<file path="src/rtl/axis_ask_uart_rx_wrapper.sv">
// ASK envelope slicer + 8N1 UART receiver feeding a first-word-fall-through
// byte FIFO, presented as an 8-bit AXI Stream master.
module axis_ask_uart_rx_wrapper #(
  parameter int ASK_RX_LENGTH = 2,
  parameter int ASK_THRESHOLD = 2**(ASK_RX_LENGTH-1),
  parameter int RX_SIZE       = 16,
  parameter int CLKDIV_RX     = 100
) (
  input  logic                     clk,
  input  logic                     rst,
  input  logic [ASK_RX_LENGTH-1:0] ask_rx,
  output logic [7:0]               o_tdata,
  output logic                     o_tvalid,
  input  logic                     o_tready,
  output logic [15:0]              fifo_level,
  output logic                     frame_err,
  output logic                     overrun
);

  localparam int CNT_W = $clog2(CLKDIV_RX);
  localparam int PTR_W = $clog2(RX_SIZE);
  localparam int LVL_W = PTR_W + 1;

  localparam logic [ASK_RX_LENGTH-1:0] THR      = ASK_RX_LENGTH'(ASK_THRESHOLD);
  localparam logic [CNT_W-1:0]         CNT_FULL = CNT_W'(CLKDIV_RX - 1);
  localparam logic [CNT_W-1:0]         CNT_HALF = CNT_W'(CLKDIV_RX/2 - 1);
  localparam logic [LVL_W-1:0]         LVL_MAX  = LVL_W'(RX_SIZE);

  typedef enum logic [2:0] {IDLE, START, DATA, STOP, WAIT_HIGH} state_t;

  state_t                     state_q, state_d;
  logic [ASK_RX_LENGTH-1:0]   ask_q;
  logic                       rx_d_q, rx_d_d;
  logic [CNT_W-1:0]           cnt_q, cnt_d;
  logic [2:0]                 bitidx_q, bitidx_d;
  logic [7:0]                 shreg_q, shreg_d;
  logic                       frame_err_q, frame_err_d;
  logic                       overrun_q, overrun_d;
  logic [PTR_W-1:0]           wr_ptr_q, wr_ptr_d, rd_ptr_q, rd_ptr_d;
  logic [LVL_W-1:0]           level_q, level_d;
  logic [7:0]                 mem [RX_SIZE];

  logic rx_bit, start_det, push, pop;

  always_comb begin
    rx_bit      = (ask_q >= THR);
    rx_d_d      = rx_bit;
    // rx_d resets low, so a line already low at reset never looks like a start
    start_det   = rx_d_q && !rx_bit;
    state_d     = state_q;
    cnt_d       = cnt_q;
    bitidx_d    = bitidx_q;
    shreg_d     = shreg_q;
    frame_err_d = 1'b0;
    overrun_d   = 1'b0;
    push        = 1'b0;
    unique case (state_q)
      IDLE: begin
        if (start_det) begin
          state_d = START;
          cnt_d   = CNT_HALF;
        end
      end
      START: begin
        if (cnt_q != '0) cnt_d = cnt_q - CNT_W'(1);
        else if (!rx_bit) begin
          state_d  = DATA;
          cnt_d    = CNT_FULL;
          bitidx_d = 3'd0;
        end else state_d = IDLE;
      end
      DATA: begin
        if (cnt_q != '0) cnt_d = cnt_q - CNT_W'(1);
        else begin
          shreg_d  = {rx_bit, shreg_q[7:1]};
          cnt_d    = CNT_FULL;
          bitidx_d = bitidx_q + 3'd1;
          if (bitidx_q == 3'd7) state_d = STOP;
        end
      end
      STOP: begin
        if (cnt_q != '0) cnt_d = cnt_q - CNT_W'(1);
        else if (rx_bit) begin
          // Fullness is judged on the pre-pop level
          if (level_q < LVL_MAX) push = 1'b1;
          else overrun_d = 1'b1;
          state_d = IDLE;
        end else begin
          frame_err_d = 1'b1;
          state_d     = WAIT_HIGH;
        end
      end
      WAIT_HIGH: begin
        if (rx_bit) state_d = IDLE;
      end
      default: state_d = IDLE;
    endcase

    pop      = (level_q != '0) && o_tready;
    wr_ptr_d = wr_ptr_q + PTR_W'(push);
    rd_ptr_d = rd_ptr_q + PTR_W'(pop);
    level_d  = level_q + LVL_W'(push) - LVL_W'(pop);
  end

  always_ff @(posedge clk) begin
    if (rst) begin
      state_q     <= IDLE;
      ask_q       <= '0;
      rx_d_q      <= 1'b0;
      cnt_q       <= '0;
      bitidx_q    <= '0;
      shreg_q     <= '0;
      frame_err_q <= 1'b0;
      overrun_q   <= 1'b0;
      wr_ptr_q    <= '0;
      rd_ptr_q    <= '0;
      level_q     <= '0;
    end else begin
      state_q     <= state_d;
      ask_q       <= ask_rx;
      rx_d_q      <= rx_d_d;
      cnt_q       <= cnt_d;
      bitidx_q    <= bitidx_d;
      shreg_q     <= shreg_d;
      frame_err_q <= frame_err_d;
      overrun_q   <= overrun_d;
      wr_ptr_q    <= wr_ptr_d;
      rd_ptr_q    <= rd_ptr_d;
      level_q     <= level_d;
    end
  end

  always_ff @(posedge clk) begin
    if (push && !rst) mem[wr_ptr_q] <= shreg_q;
  end

  // Head entry is masked while empty so o_tdata reads 0 out of reset
  assign o_tvalid   = (level_q != '0);
  assign o_tdata    = o_tvalid ? mem[rd_ptr_q] : 8'h00;
  assign fifo_level = 16'(level_q);
  assign frame_err  = frame_err_q;
  assign overrun    = overrun_q;

endmodule

</file>
<file path="config.mk">
export PLATFORM = sky130hd
export DESIGN_NAME = axis_ask_uart_rx_wrapper
export DESIGN_NICKNAME = d
export VERILOG_FILES = /design/src/rtl/axis_ask_uart_rx_wrapper.sv
export SDC_FILE = /design/constraint.sdc
export NUM_CORES = 1
export LEC_CHECK = 0
export BUFFER_PORTS_ARGS = -buffer_cell sky130_fd_sc_hd__buf_2
export CORE_ASPECT_RATIO = 1.2
export CORE_MARGIN = 2
export CORE_UTILIZATION = 35
export CTS_BUF_LIST = sky130_fd_sc_hd__clkbuf_8
export CTS_CLUSTER_SIZE = 14
export DETAILED_ROUTE_END_ITERATION = 7
export GPL_ROUTABILITY_DRIVEN = 0
export PLACE_DENSITY = 0.5
export SLEW_MARGIN = 0
export SYNTH_ARGS = -nofsm -noshare
export SYNTH_HDL_FRONTEND = slang
export SYNTH_SLANG_ARGS = --single-unit
</file>
<file path="constraint.sdc">
create_clock -name clk -period 3.45 [get_ports clk]
set_input_delay 0.69 -clock clk [delete_from_list [all_inputs] [get_ports clk]]
set_output_delay 0.69 -clock clk [all_outputs]
set_load 0.02 [all_outputs]
</file>
==> results of run 1 <==
## area by class of cell
cell class              instances  area (sq um)  area share, %
well taps                     265           332           4.15
multi-input cells             266          2330           29.2
clock buffers                  17           234           2.93
repair buffers                 44           308           3.86
clock inverters                15           145           1.82
inverters                       7          26.3          0.329
flip-flops and latches        166          4610           57.7
## through the flow
| stage | util (%) | setup WS, ps |
|---|---|---|
| 4_1_cts | 39.7 | 143 |
| 3_5_place_dp | 37.8 | 394 |
| 3_3_place_gp | 37.8 | 380 |
| 5_1_grt | 39.7 | 38.3 |
| 2_1_floorplan | - | 516 |
| 6_report | 39.7 | 201 |
## worst max path at each step
stage          cells after the start         end  slack [ps]
2_1_floorplan                     12  level_q[4]         520
3_3_place_gp                      12  level_q[4]         380
3_5_place_dp                      12  level_q[4]         390
4_1_cts                            7  o_tdata[5]         140
5_1_grt                            7  o_tdata[6]          40
6_report                           7  o_tdata[5]         200
## cells in the final DEF (no fill, tap or decap), types with 6 or more instances in the layout
cell,instances
buf_2,19
inv_6,6
nand2_1,15
buf_4,23
nor3_1,9
conb_1,11
nor2b_1,14
a21oi_1,14
inv_1,7
dfxtp_1,37
mux2i_1,35
mux4_2,24
edfxtp_1,128
nor2_1,28
nand2b_1,7
o21ai_0,7
ha_1,12
clkbuf_8,17
a211oi_1,6
## sequential cells by signal, summed over array words and instances, names as in the netlist
signal     flops
state_q        3
rd_ptr_q       4
overrun        1
wr_ptr_q       4
level_q        5
rx_d_q         1
bitidx_q       3
frame_err      1
shreg_q        8
mem          128
ask_q          1
cnt_q          7
## critical path, cell delays in order (launching register included)
cell and delay (ps):
dfxtp_1 340, inv_1 80, ha_1 130, or4b_2 710, nand2_1 400, a211oi_1 80
o2bb2ai_1 170, buf_2 200
## kinds of logic (layout without fill, tap and decap cells)
family	Yosys count	count (layout)	share of synthesized area [%]
xor gates and xnor gates	10	10	1.23
DFF	166	166	64.7
muxes	63	63	13.2
adders and majority gates	13	13	2.39
buffers and inverters	44	83	3.06
other	1	11	0.0527
and+or+nand+nor	116	116	10.2
AOI/OAI and AO/OA	53	53	5.26
## power by group through the flow
stage	clock network, mW	logic (mW)	registers [mW]
floorplan	0	1.30	2.35
global placement	0	1.69	2.39
detailed placement	0	1.71	2.39
CTS	1.38	1.72	2.35
global route	1.47	1.86	2.37
finish	1.33	1.69	2.35
## per-layer routing
layer	GRT usage (%)	wire length [um]	up-vias
met5	0	10	-
met4	3.97	131	2
met3	3.90	509	11
met2	23.7	7380	58
met1	17.5	6170	1958
li1	-	-	1843
==> metrics.md, run 1 <==
| Metric | Value |
|---|---|
| DRC viols | `0` |
| CTS tree | `built` |
| Worst-margin pin slew | `about 700 ps` |
| Die area | `around 21,000 sq um` |
| Resized cells post-CTS | `0` |
| Crit start category | `flip-flop` |
| Clock sinks | `about 170` |
| Sw frac | `approximately a third` |
| Global-route wire length before repair | `about 22,000 um` |
| Post-synth EDFFs | `~130` |
| FP Rows | `between 50 and 60` |
| Outcome | `complete, no violations` |
| Initial Util | `a little over a third` |
| Number of library cell types mapped by synthesis | `slightly below 60` |
| Top_reg_cell synth | `edfxtp_1` |
| H-tree lvl count | `4` |
| Top-count cell post-synth | `edfxtp_1` |
| Seq/Total Area, Yosys | `64.7%` |
| Via density | `4.96` |
| Final min period | `between 3000 and 4000 ps` |
| Crit path max fanout | `8` |
| Hold Violations, Final | `0` |
| Worst EP arrival | `around 2600 ps` |
| Final Power | `roughly 5.4 mW` |
| Setup violators final | `0` |
| Most area-hungry cell type in the Yosys netlist | `edfxtp_1` |
| Num ports | `32` |
| Tcrit/Tclk final | `a little over nine tenths` |
| Design area | `about 8000 sq um` |
| Peak Freq | `about 310 MHz` |
| DR vias | `3,872` |
| Type of the worst setup path | `reg -> out` |
| Final hold slack | `between 400 and 500 ps` |
| Layout Nets | `520` |
| Routed wire length | `approximately 14,000 um` |
| Die height | `160 um` |
| Pwr per Cell Area | `673 nW/um^2` |
| Static leakage power | `approximately 2.8 nW` |
| P_sw | `~1.8 mW` |
| Area post-placement | `~7600 sq um` |
| Syn_area_per_cell | `about 15 sq um` |
| Synthesized area | `7120 sq um` |
| Fillcell total | `1,883` |
| Async S/R FF share, synth | `0%` |
| Worst rel slew slack | `between 50% and 60%` |
| Critical path endpoint category | `output pin` |
| Grt ovf | `0` |
| HP Class | `in -> reg` |
| Fin. max-slew vios | `0` |
| Setup TNS | `0 ps` |
| Worst skew pair latency | `450 ps` |
| Hold_buf cts | `0` |
| Number of CTS-inserted buffers | `17` |
| Seq cells post-synth | `roughly 170` |
| Die Wd | `134 um` |
| Part of the power in the clock network | `around a quarter` |
| Top-area cell type share of the netlist area | `between 50% and 60%` |
| Largest net degree at the start of global routing | `37` |
| First-pass DRT Iterations | `4` |
| HPWL after detailed placement | `approximately 9500 um` |
| Setup slack, reg-to-reg | `360 ps` |
| Fin cells | `780` |
| Pint | `between 3 and 4 mW` |
| Ranking of synthesized cells by area | `edfxtp_1, dfxtp_1, mux4_2, mux2i_1, ha_1` |
| CTS max path bufs | `2` |
| CTS root buffer | `clkbuf_8` |
| RSZ-0062 raised after global routing | `no` |
| Vias in the first global route | `just under 4,000` |
| Reg-to-Reg Start | `cnt_q[0]` |
| R2r endpoint | `level_q[4]` |
| Gr usage total | `14.0%` |
| Synth Instances | `roughly 470` |
| Placed cells | `748` |
| Req. time, crit path | `~2800 ps` |
| Hold depth | `2` |
| Yosys Warn Count | `0` |
| Max cap viols | `0` |
| Worst Clk Skew | `14.0 ps` |
| Crit. Startpoint | `level_q[3]` |
| N_diodes | `0` |
| Comb pwr share | `31.5%` |
| Initial antenna violation count | `1` |
| Area grow syn2layout | `12.2%` |
| Seq pwr share | `a little over two fifths` |
| ANT nets after route | `0` |
| Number of port buffers | `19` |
| Synth top cells by count | `edfxtp_1, dfxtp_1, mux2i_1` |
| Clock input transition at the sequential cells of the worst setup and hold paths | `roughly 90 ps` |
| Worst R2R Path Depth | `12` |
| Worst VDD drop | `0.423 mV` |
| Routed length per placed instance | `around 18 um` |
| Share of layout cells above drive strength 1 | `24.3%` |
| HP Start | `ask_rx[1]` |
| Core ar. | `around 20,000 sq um` |
| Postcts setup bufs | `0` |
| End of the worst hold path | `ask_q[1]` |
| Drt first-iter violations | `262` |
(Power assumes the default switching activity.)
==> run 2, diff against run 1 <==
Settings changed: CORE_UTILIZATION 35 to 30, PLACE_DENSITY 0.5 to 0.45.
==> run 2 against run 1 <==
Net effect: critical path depth down 3; sequential share of layout area down 0.43 points; die area up 16%; clock skew down 3.4 ps; clock power up 8%; critical path type unchanged.
==> metrics.md, run 2 (synthesis results as in run 1) <==
| Metric | Value |
|---|---|
| Area grow syn2layout | `13.0%` |
| RSZ-0062 raised after global routing | `no` |
| Commonest non-fill, non-tap cell in the layout | `edfxtp_1` |
| Gr usage total | `12.3% (-1.7 points)` |
| Setup slack, reg-to-reg | `430 ps (+70 ps)` |
| Global-route wire length before repair | `22,700 um (+1.4%)` |
| Worst skew pair latency | `450 ps (about the same)` |
| Max reg flops | `128 (unchanged)` |
| Fin. max-slew vios | `0 (unchanged)` |
| Layout Nets | `515 (-0.96%)` |
| Static leakage power | `2.76 nW (-0.28%)` |
| Num ports | `32 (unchanged)` |
| CTS tree | `built` |
| Outcome | `complete, no violations` |
| Clock input transition at the sequential cells of the worst setup and hold paths | `90 ps (about the same)` |
| Drt first-iter violations | `205 (-22%)` |
| Type of the worst setup path | `reg -> out` |
| Crit path max fanout | `13 (+5)` |
| CTS max path bufs | `2 (unchanged)` |
| Biggest register | `mem` |
| Max cap viols | `0 (unchanged)` |
| R2r endpoint | `level_q[4]` |
| Peak Freq | `315 MHz (+2.2%)` |
| Number of port buffers | `19 (unchanged)` |
| Setup violators final | `0 (unchanged)` |
| Initial antenna violation count | `0 (-1)` |
| Vias in the first global route | `3,933 (-0.10%)` |
| Setup TNS | `0 ps (unchanged)` |
| Reg-to-Reg Start | `cnt_q[0]` |
| Crit start category | `flip-flop` |
| Final min period | `3180 ps (-70.3 ps)` |
| HP Class | `in -> reg` |
| HPWL after detailed placement | `9320 um (-2.1%)` |
| Crit-path leading delay family | `flip-flops` |
| Number of CTS-inserted buffers | `17 (unchanged)` |
| Tcrit/Tclk final | `92.1% (-2.0 points)` |
| N_diodes | `0 (unchanged)` |
| Worst EP arrival | `2490 ps (-70 ps)` |
| Die height | `173 um (+7.8%)` |
| DRC viols | `0 (unchanged)` |
| Hold Violations, Final | `0 (unchanged)` |
| Routed wire length | `14,500 um (+2.2%)` |
| Die area | `25,000 sq um (+16%)` |
| Clock sinks | `166 (unchanged)` |
| Worst Clk Skew | `10.6 ps (-3.40 ps)` |
| Worst-margin pin slew | `971 ps (+273 ps)` |
| Hold depth | `2 (unchanged)` |
| ANT nets after route | `0 (unchanged)` |
| Final core utilization | `34.5% (-5.1 points)` |
| DR vias | `3,851 (-0.54%)` |
| Crit path cell chain | `mux4_2 > mux2i_1 > o22ai_1 > buf_2` |
| Via density | `4.67 (-6.0%)` |
| Critical path's slowest cell | `dfxtp_1` |
| CP Buf/Inv Count | `1 (-1)` |
| CTS root buffer | `clkbuf_8` |
| Req. time, crit path | `2760 ps (about the same)` |
| Worst rel slew slack | `35.2% (-18 points)` |
| Fillcell total | `2,253 (+20%)` |
| First-pass DRT Iterations | `4 (unchanged)` |
| Worst R2R Path Depth | `12 (unchanged)` |
| HP Start | `ask_rx[1]` |
| Pwr per Cell Area | `677 nW/um^2 (+0.53%)` |
| Top Registers | `mem: 128 flops, shreg_q: 8 flops, cnt_q: 7 flops` |
| Commonest non-fill, non-tap cells in the layout | `edfxtp_1, dfxtp_1, mux2i_1` |
| Area of the multi-input gates | `2330 sq um (+0.11%)` |
| Core ar. | `23,300 sq um (+16%)` |
| FP Rows | `61 (+7.0%)` |
| Worst VDD drop | `0.445 mV (+5.4%)` |
| Routed length per placed instance | `17.6 um (-3.3%)` |
| Sequential cell area | `4610 sq um (unchanged)` |
| H-tree lvl count | `4 (unchanged)` |
| Worst path max stage delay | `970 ps (+260 ps)` |
| Grt ovf | `0 (unchanged)` |
| End of the worst hold path | `ask_q[1]` |
| Die Wd | `145 um (+7.8%)` |
| Initial Util | `30.6% (-4.8 points)` |
| Largest net degree at the start of global routing | `44 (+19%)` |
| Critical path endpoint category | `output pin` |
| Share of layout cells above drive strength 1 | `23.3% (-0.94 points)` |
## run 2: cell type report
type                            count  area share, %
Clock buffer                       17           2.91
Clock inverter                     15           2.21
Inverter                            7          0.327
Multi-Input combinational cell    266           29.0
Sequential cell                   166           57.3
Tap cell                          315           4.90
Timing Repair Buffer               39           3.36
## run 2: repair_timing
action	4_1_cts	5_1_grt
hold buffers	0	0
endpoints found under the setup margin	0	1
setup buffers	0	0
gates resized for setup	0	1
## run 2: per-stage QoR
stage,power (mW),area (sq um),hold WS (ps),cells,setup slack (ps)
6_report,5.44,8040,442,825,272
5_1_grt,5.76,8040,464,825,127
4_1_cts,5.52,8040,410,825,171
3_5_place_dp,4.07,7630,463,793,270
3_3_place_gp,4.05,7630,442,793,315
2_1_floorplan,3.65,7150,436,476,516
## run 2: where the power goes
part | internal (mW) | total, mW | switching [mW]
sequential | 2.21 | 2.33 | 0.124
combinational | 0.744 | 1.68 | 0.936
clock | 0.718 | 1.43 | 0.714
total | 3.67 | 5.44 | 1.77
## run 2: worst max path at each step
stage                            from         end  slack [ps]  cells after the start
final                     rd_ptr_q[2]  o_tdata[4]         270                      4
after global routing      rd_ptr_q[2]  o_tdata[4]         130                      4
after CTS                 rd_ptr_q[2]  o_tdata[4]         170                      4
after detailed placement     cnt_q[0]  level_q[4]         270                     12
after global placement       cnt_q[0]  level_q[4]         320                     12
after floorplan            level_q[3]  level_q[4]         520                     12
## run 2: layer usage
metal  vias up  track usage (%)  share of wire, %
met4         0             3.76              0.98
met2        63             19.9                50
li1       1823                -                 -
met3        10             2.66               2.8
met1      1955             16.6                46
met5         -                0                 0
==> run 3, diff against run 2 <==
Settings changed: CORE_UTILIZATION 30 to 50, PLACE_DENSITY 0.45 to 0.67.
==> run 3 against run 2 <==
Net effect: the flow now finishes with violations (design-rule violations); non-clock buffer count up 2; cell count down 17%; worst setup slack better by 14 ps; critical endpoint is now o_tdata[1].
==> metrics.md, run 3 (synthesis results as in run 1) <==
| Metric | Value |
|---|---|
| Clock input transition at the sequential cells of the worst setup and hold paths | `80 ps (about the same)` |
| Fin. max-slew vios | `0 (unchanged)` |
| Worst-margin pin slew | `718 ps (-254 ps)` |
| Via density | `5.60 (+20%)` |
| Commonest non-fill, non-tap cells in the layout | `edfxtp_1, dfxtp_1, mux2i_1` |
| CTS max path bufs | `2 (unchanged)` |
| CTS root buffer | `clkbuf_8` |
| Pre-CTS WS | `306 ps (+35.4 ps)` |
| Largest net degree at the start of global routing | `39 (-11%)` |
| Sequential cell area | `4610 sq um (unchanged)` |
| CTS tree | `built` |
| Final min period | `3160 ps (-14.4 ps)` |
| Die Wd | `113 um (-22%)` |
| Crit path max fanout | `35 (+22)` |
| Failing checks | `design-rule violations` |
| Crit. Startpoint | `rd_ptr_q[0]` |
| Type of the worst setup path | `reg -> out` |
| Global-route wire length before repair | `19,900 um (-12%)` |
| Vias in the first global route | `3,811 (-3.1%)` |
| Share of layout cells above drive strength 1 | `23.0% (-0.29 points)` |
| HP Start | `ask_rx[1]` |
| FP Rows | `47 (-23%)` |
| Initial Util | `51.3% (+21 points)` |
| Die area | `15,200 sq um (-39%)` |
| H-tree lvl count | `4 (unchanged)` |
| Req. time, crit path | `2760 ps (about the same)` |
| DR vias | `3,824 (-0.70%)` |
| Critical path endpoint category | `output pin` |
| Tcrit/Tclk final | `91.7% (-0.42 points)` |
| Worst Clk Skew | `17.4 ps (+6.78 ps)` |
| Fillcell total | `1,095 (-51%)` |
| HP Class | `in -> reg` |
| Area grow syn2layout | `9.30%` |
| Initial antenna violation count | `1 (+1)` |
| Hold Violations, Final | `0 (unchanged)` |
| Area post-placement | `7450 sq um (-2.3%)` |
| HPWL after detailed placement | `8480 um (-9.0%)` |
| Gr usage total | `17.6% (+5.3 points)` |
| Layout Nets | `517 (+0.39%)` |
| Number of CTS-inserted buffers | `17 (unchanged)` |
| Max cap viols | `0 (unchanged)` |
| Die height | `135 um (-22%)` |
| Reg-to-Reg Start | `cnt_q[0]` |
| Fin worst setup slack | `286 ps (+14.4 ps)` |
| Peak Freq | `316 MHz (+0.45%)` |
| Final core utilization | `56.0% (+21 points)` |
| First-pass DRT Iterations | `6 (+2)` |
| Routed length per placed instance | `18.8 um (+6.8%)` |
| DRC viols | `2 (+2)` |
| Design area | `7780 sq um (-3.3%)` |
| Grt ovf | `0 (unchanged)` |
| Biggest register | `mem` |
| Setup violators final | `0 (unchanged)` |
| Core ar. | `13,900 sq um (-40%)` |
| N_diodes | `0 (unchanged)` |
| Crit start category | `flip-flop` |
| Worst rel slew slack | `52.1% (+17 points)` |
| Drt first-iter violations | `316 (+54%)` |
| Number of port buffers | `19 (unchanged)` |
| Worst EP arrival | `2470 ps (-20 ps)` |
| Area of the multi-input gates | `2330 sq um (unchanged)` |
| Clock sinks | `166 (unchanged)` |
| Top Registers | `mem: 128 flops, shreg_q: 8 flops, cnt_q: 7 flops` |
| ANT nets after route | `0 (unchanged)` |
| Outcome | `finished, violations left` |
| Routed wire length | `12,800 um (-12%)` |
| Worst skew pair latency | `450 ps (about the same)` |
| Setup TNS | `0 ps (unchanged)` |
| Max reg flops | `128 (unchanged)` |
| RSZ-0062 raised after global routing | `no` |
| Worst VDD drop | `0.515 mV (+16%)` |
| Static leakage power | `2.74 nW (-0.63%)` |
| Num ports | `32 (unchanged)` |
| Pwr per Cell Area | `657 nW/um^2 (-3.0%)` |
| Hold_buf cts | `0 (unchanged)` |
| Commonest non-fill, non-tap cell in the layout | `edfxtp_1` |
-- run 3: repair_timing --
action                                  in CTS  in global routing
resized for setup                            0                  1
hold endpoints to repair                     0                  0
endpoints found under the setup margin       0                  1
buffers inserted                             0                  0
-- run 3: per-layer routing --
layer | vias up | share of wire, % | GRT usage, %
met5 | - | 0.078 | 0
met4 | 2 | 1.1 | 5.83
met3 | 12 | 5.7 | 5.25
met2 | 83 | 52 | 30.0
met1 | 1898 | 41 | 21.6
li1 | 1829 | - | -
-- run 3: report_power, final --
| part | internal, mW | total (mW) | switching [mW] |
|---|---|---|---|
| clock network | 0.497 | 1.15 | 0.654 |
| registers | 2.21 | 2.34 | 0.134 |
| logic | 0.726 | 1.62 | 0.890 |
| total | 3.43 | 5.11 | 1.68 |
-- run 3: path summary, 6_finish.rpt --
check	endpoint	slack, ps	depth (start not counted)
setup reg to reg	level_q[4]	430	12
hold / removal	ask_q[1]	460	2
setup / recovery	o_tdata[1]	290	5
hold reg to reg	bitidx_q[1]	460	2
-- run 3: critical path, cell delays in order (launching register included) --
cell and delay (ps):
dfxtp_2 540, buf_12 310, mux4_2 550, mux2i_1 230
o22ai_1 160, buf_2 200
-- run 3: final cells by class --
type	instances	share of cell area (%)
clock buffer	18	3.18
sequential	166	59.2
tap	171	2.75
multi-input combinational	266	30.0
timing repair buffer	41	3.51
clock inverter	14	0.997
inverter	7	0.338
-- run 3: stage by stage --
step,hold slack (ps),total power [mW],cells
floorplan,436,3.65,476
global placement,441,3.97,651
detailed placement,453,4.01,651
CTS,416,5.16,683
global route,455,5.41,683
finish,459,5.11,683
